<file path="src/rtl/mod_99_mm_pkg.sv">
// Shared encodings for the MAC Merge verify machine: FSM states, verify_status codes
// and the default attempt limit.
package mod_99_mm_pkg;

   localparam logic TRUE  = 1'b1;
   localparam logic FALSE = 1'b0;

   localparam int DEFAULT_VERIFY_LIMIT = 3;

   localparam logic [2:0] ST_INIT     = 3'd0;
   localparam logic [2:0] ST_IDLE     = 3'd1;
   localparam logic [2:0] ST_SEND     = 3'd2;
   localparam logic [2:0] ST_WAIT     = 3'd3;
   localparam logic [2:0] ST_VERIFIED = 3'd4;
   localparam logic [2:0] ST_FAIL     = 3'd5;

   localparam logic [2:0] VS_DISABLED   = 3'd0;
   localparam logic [2:0] VS_INITIAL    = 3'd1;
   localparam logic [2:0] VS_VERIFYING  = 3'd2;
   localparam logic [2:0] VS_SUCCEEDED  = 3'd3;
   localparam logic [2:0] VS_FAILED     = 3'd4;

   // Status implied by the FSM state alone; the DISABLED case is decided by the caller.
   function automatic logic [2:0] status_of(input logic [2:0] st);
      case (st)
         ST_SEND, ST_WAIT: status_of = VS_VERIFYING;
         ST_VERIFIED:      status_of = VS_SUCCEEDED;
         ST_FAIL:          status_of = VS_FAILED;
         default:          status_of = VS_INITIAL;
      endcase
   endfunction

endpackage

</file>
<file path="src/rtl/mod_99_verify_timer.sv">
// verify_time timer: a TICKS_PER_MS prescaler feeding a millisecond down-counter.
// start (re)loads both counters; done pulses for one cycle when the last ms expires.
module mod_99_verify_timer
   import mod_99_mm_pkg::*;
#(
   parameter int TICKS_PER_MS = 125000
) (
   input  logic       clk,
   input  logic       rst_n,
   input  logic       start,
   input  logic [6:0] verify_time,
   output logic       done
);

   localparam int            PW       = (TICKS_PER_MS > 1) ? $clog2(TICKS_PER_MS) : 1;
   localparam logic [PW-1:0] PRE_LOAD = PW'(TICKS_PER_MS - 1);

   logic [PW-1:0] pre_cnt;
   logic [7:0]    ms_cnt;
   logic          running;

   always_ff @(posedge clk or negedge rst_n) begin
      if (!rst_n) begin
         pre_cnt <= '0;
         ms_cnt  <= '0;
         running <= FALSE;
         done    <= FALSE;
      end else begin
         done <= FALSE;
         if (start) begin
            // verify_time of 0 encodes the 128 ms maximum
            pre_cnt <= PRE_LOAD;
            ms_cnt  <= (verify_time == 7'd0) ? 8'd128 : {1'b0, verify_time};
            running <= TRUE;
         end else if (running) begin
            if (pre_cnt == '0) begin
               pre_cnt <= PRE_LOAD;
               ms_cnt  <= ms_cnt - 8'd1;
               if (ms_cnt == 8'd1) begin
                  done    <= TRUE;
                  running <= FALSE;
               end
            end else begin
               pre_cnt <= pre_cnt - PW'(1);
            end
         end
      end
   end

endmodule

</file>
<file path="src/rtl/mod_99_8a_verify.sv">
// MAC Merge verify initiator: sends verify mPackets, waits for a respond, reports verified/failed.
// Define VERIFY_STATS_EN to add saturating verify_tx_cnt / respond_rx_cnt statistics outputs.
module mod_99_8a_verify
   import mod_99_mm_pkg::*;
#(
   parameter int TICKS_PER_MS = 125000,
   parameter int VERIFY_LIMIT = DEFAULT_VERIFY_LIMIT,
   parameter int CNT_W        = 16
) (
   input  logic             clk,
   input  logic             rst_n,
   input  logic             reset_begin,
   input  logic             p_enable,
   input  logic             disable_verify,
   input  logic             link_fail,
   input  logic [6:0]       verify_time,
   input  logic             rcv_r,
   input  logic             send_v_done,
   output logic             send_v,
   output logic             verified,
   output logic             verify_fail,
   output logic             preempt_active,
   output logic [2:0]       verify_status,
   output logic [2:0]       verify_state
`ifdef VERIFY_STATS_EN
   ,
   output logic [CNT_W-1:0] verify_tx_cnt,
   output logic [CNT_W-1:0] respond_rx_cnt
`endif
);

   if (CNT_W < 1 || VERIFY_LIMIT < 1 || VERIFY_LIMIT > 7) begin : g_param_chk
      $error("mod_99_8a_verify: CNT_W must be >= 1 and VERIFY_LIMIT within 1..7");
   end

   localparam logic [2:0] LIMIT = 3'(VERIFY_LIMIT);

   logic [2:0] state_q, state_d;
   logic [2:0] verify_cnt;
   logic       override;
   logic       timer_start, timer_done;

   assign override = reset_begin | link_fail | ~p_enable | disable_verify;

   always_comb begin
      state_d = state_q;
      if (override) begin
         state_d = ST_INIT;
      end else begin
         case (state_q)
            ST_INIT: state_d = ST_IDLE;
            ST_IDLE: if (timer_done) state_d = ST_SEND;
            ST_SEND: if (send_v_done) state_d = ST_WAIT;
            ST_WAIT: begin
               // a respond arriving on the timeout cycle still counts
               if (rcv_r)
                  state_d = ST_VERIFIED;
               else if (timer_done)
                  state_d = (verify_cnt < LIMIT) ? ST_SEND : ST_FAIL;
            end
            ST_VERIFIED, ST_FAIL: state_d = state_q;
            default: state_d = ST_INIT;
         endcase
      end
   end

   assign timer_start = (state_d != state_q) && (state_d == ST_IDLE || state_d == ST_WAIT);

   mod_99_verify_timer #(
      .TICKS_PER_MS (TICKS_PER_MS)
   ) u_timer (
      .clk         (clk),
      .rst_n       (rst_n),
      .start       (timer_start),
      .verify_time (verify_time),
      .done        (timer_done)
   );

   // Outputs are registered from the next state so they track verify_state exactly.
   always_ff @(posedge clk or negedge rst_n) begin
      if (!rst_n) begin
         state_q        <= ST_INIT;
         verify_cnt     <= '0;
         send_v         <= FALSE;
         verified       <= FALSE;
         verify_fail    <= FALSE;
         preempt_active <= FALSE;
         verify_status  <= VS_DISABLED;
      end else begin
         state_q <= state_d;
         if (state_d == ST_INIT)
            verify_cnt <= '0;
         else if (state_d == ST_SEND && state_q != ST_SEND)
            verify_cnt <= verify_cnt + 3'd1;
         send_v         <= (state_d == ST_SEND);
         verified       <= (state_d == ST_VERIFIED);
         verify_fail    <= (state_d == ST_FAIL);
         preempt_active <= p_enable & ((state_d == ST_VERIFIED) | disable_verify) & ~link_fail;
         verify_status  <= (~p_enable | disable_verify) ? VS_DISABLED : status_of(state_d);
      end
   end

   assign verify_state = state_q;

`ifdef VERIFY_STATS_EN
   logic tx_accept, rx_accept;

   assign tx_accept = (state_q == ST_SEND) && (state_d == ST_WAIT);
   assign rx_accept = (state_q == ST_WAIT) && (state_d == ST_VERIFIED);

   always_ff @(posedge clk or negedge rst_n) begin
      if (!rst_n) begin
         verify_tx_cnt  <= '0;
         respond_rx_cnt <= '0;
      end else begin
         if (tx_accept && verify_tx_cnt != '1)
            verify_tx_cnt <= verify_tx_cnt + CNT_W'(1);
         if (rx_accept && respond_rx_cnt != '1)
            respond_rx_cnt <= respond_rx_cnt + CNT_W'(1);
      end
   end
`endif

endmodule

</file>
<file path="config.mk">
export PLATFORM = sky130hd
export DESIGN_NAME = mod_99_8a_verify
export DESIGN_NICKNAME = d
export VERILOG_FILES = /design/src/rtl/mod_99_mm_pkg.sv /design/src/rtl/mod_99_verify_timer.sv /design/src/rtl/mod_99_8a_verify.sv
export SDC_FILE = /design/constraint.sdc
export NUM_CORES = 1
export LEC_CHECK = 0
export ABC_AREA = 1
export BUFFER_PORTS_ARGS = -buffer_cell sky130_fd_sc_hd__clkbuf_2
export CAP_MARGIN = 20
export CORE_MARGIN = 3
export CORE_UTILIZATION = 53
export DETAILED_ROUTE_END_ITERATION = 12
export HOLD_SLACK_MARGIN = 0.12
export MAX_ROUTING_LAYER = met4
export PLACE_DENSITY_LB_ADDON = 0.05
export SLEW_MARGIN = 20
export SYNTH_ARGS = -nofsm -noshare
export SYNTH_HDL_FRONTEND = slang
export SYNTH_SLANG_ARGS = --single-unit
export TNS_END_PERCENT = 50
</file>
<file path="constraint.sdc">
create_clock -name clk -period 1.75 [get_ports clk]
set_clock_uncertainty 0.05 [all_clocks]
set_input_delay 0.0875 -clock clk [delete_from_list [all_inputs] [get_ports clk]]
set_output_delay 0.0875 -clock clk [all_outputs]
set_load 0.005 [all_outputs]
</file>
==> flow_metrics.tcl <==
set metrics [dict create \
    track_usage_pct 23.8 \
    synth-edff-count 0 \
    synthesis.nets 370 \
    critical_path.max_stage_delay_ns 0.55 \
    drt_pre_antenna_iters 5 \
    dieArea_sq_um 5590 \
    fmaxAchievable_mhz 583 \
    crit_chain "buf_6 -> nand3_2 -> buf_4 -> nand2_1 -> nor2_1 -> nor2_2 -> dlygate4sd3_1" \
    place_area_sq_um 2760 \
    syn_area_sq_um 2500 \
    r2r_end "verify_state[1]" \
    clock_path_buffers 2 \
    ys_top_cells_by_count "nand2_1, nor2_1, dfrtp_1" \
    end_kind "flip-flop" \
    hpwl_um 4070 \
    io_buffer_count 24 \
    holdPathEnd "u_timer.ms_cnt[0]" \
    dieWidth_um 74.7 \
    drive_gt1_share_pct 20.9 \
    vias_per_cell 5.31 \
    cts_htree_levels 2 \
    synth_top_area_share_pct 40.0 \
    yosysTopAreaCell "dfrtp_1" \
    gp_congestion 0.927 \
    hold_ws_ns 0.175 \
    cts_tree "yes" \
    numCtsBuffers 5 \
    ys_async_sr_fraction_pct 100 \
    critPathMaxFanout 6 \
    holdPathStages 5 \
    tns_ns 0 \
    reg2reg_depth 7 \
    vdd_drop_max_v 0.000817 \
    slew_headroom_pct 66.4 \
    wl_per_cell_um 13.5 \
    grt_max_degree 41 \
    setup_viol 0 \
    drv_cap 0 \
    vias 2439 \
    hold_start "verify_time[0]" \
    diodes 0 \
    critical_path_class "reg2reg" \
    drt_wl_total_um 6200 \
    stdcell_area_sq_um 3190 \
    drt_iter0_drc 165 \
    rsz0062_at_grt "true" \
    core.rowCount 24 \
    grt_first_pass_wirelength_um 9940 \
    post-route-util_pct 71.9 \
    die_height_um 74.7 \
    slew_viol_final 0 \
    yosys_warnings 0 \
    power.density_nw_per_um2 1140 \
    grt_pass1_vias 2186 \
    netlist_top_cells_area "dfrtp_1, nand2_1, nor2_1, inv_1, nand3_1" \
    syn-instance-count 351 \
    ys_seq_area_share_pct 40.0 \
    clk_latency_ns 0.30 \
    yosys_most_used_dff "dfrtp_1" \
    drc 0 \
    grt_overflow 0 \
    synth.distinct_cells 30 \
    ant_nets 0 \
    syn_avg_cell_area_sq_um 7.14 \
    fin_crit_ns 1.72 \
    antenna_found_initial 0 \
    min_path_type "in2reg" \
    cp.required_ns 1.88 \
    area_growth_pct 27.5 \
    clockRootBuffer "clkbuf_8" \
    pin_count 25 \
    arrival_ns 1.85 \
    cellLeakagePower_nw 1.70 \
    r2r_slack_ns 0.03 \
    clkTransAtPathRegs_ns 0.08 \
    hold_viol 0 \
    ys_ff_latch 40 \
    min_period_over_period_pct 98.1 \
    reg2reg_from "verify_state[1]" \
    core_area_sq_um 4440 \
    outcome "finished clean" \
    clock_sinks 40 \
    nets 425 \
    cpMaxStageDelayCell "dlygate4sd3_1" \
    tightest_slew_ns 0.504 \
    initial_core_util_pct 56.4 \
    yosysMostFrequentCell "nand2_1" \
    startpoint_type "flip-flop" \
]
## metrics by stage
| stage | instances | worst slack (ns) | total power, W |
|---|---|---|---|
| final | 459 | 0.0337 | 0.00364 |
| after global routing | 459 | -0.0776 | 0.00392 |
| after CTS | 454 | 0.0241 | 0.00361 |
| after detailed placement | 433 | 0.0347 | 0.00252 |
| after global placement | 433 | 0.0401 | 0.00249 |
| after floorplan | 351 | 0.0437 | 0.00223 |
## critical path: cells and delay by family (launching register included)
family	cells	cell delay [ns]
buf+inv	3	0.83
flops	1	0.42
simple gates	4	0.29
## layout make-up
type,instances,area [sq um]
Timing Repair Buffer,58,457
Inverter,37,144
Sequential cell,40,1000
Clock buffer,5,68.8
Clock inverter,3,90.1
Tap cell,52,65.1
Multi-Input combinational cell,264,1370
Fill cell,362,1250
## logic make-up (layout without fill, tap and decap cells)
kind of cell,after synthesis,in the layout,synth area share [%]
compound gates,20,20,5.19
simple gates,222,222,38.6
buf+inv,47,103,7.99
flops,40,40,40.0
xor+xnor,18,18,6.29
fa+ha+maj,4,4,2.00
## placed cells by master, fill, tap and decap left out, drive strengths merged
cell	n
a21boi	1
a21oi	6
and2	1
buf	20
bufinv	3
clkbuf	30
dfrtp	40
dlygate4sd3	13
ha	4
inv	37
nand2	121
nand3	25
nand3b	3
nand4	15
nor2	51
nor3	4
o211ai	8
o21ai	5
or2	2
xnor2	6
xor2	12
## registers in the layout, summed over array words and instances, names as in the netlist, 3 cells and up
register / count
verify_status: 3
u_timer.pre_cnt: 17
verify_state: 3
verify_cnt: 3
u_timer.ms_cnt: 8
## how the worst max path moves through the flow
stage,startpoint,slack (ns),endpoint,cells after the start
2_1_floorplan,u_timer.pre_cnt[0],0.04,u_timer.ms_cnt[1],8
4_1_cts,verify_state[2],0.02,verify_cnt[0],11
6_report,verify_state[1],0.03,verify_state[1],7
3_5_place_dp,verify_state[2],0.03,verify_cnt[0],11
3_3_place_gp,verify_state[2],0.04,u_timer.ms_cnt[1],9
5_1_grt,u_timer.pre_cnt[0],-0.08,u_timer.ms_cnt[5],8
## metal layers
metal / track usage (%) / vias up / share of wire [%]
li1: - / 1218 / -
met1: 31.6 / 1142 / 45
met2: 37.3 / 67 / 48
met3: 4.01 / 12 / 4.5
met4: 7.11 / 0 / 1.8
met5: - / - / 0
## report_power, final
part           internal [W]  switching (W)
clock network      0.000713       0.000332
logic              0.000546       0.000684
registers           0.00113       0.000237
## what timing repair did
action	in CTS	in global routing
setup buffers	0	4
hold buffers	13	0
endpoints found under the hold margin	49	0
endpoints found under the setup margin	0	34
resized for setup	0	28
Note: power is estimated with default switching activity, not from simulation.
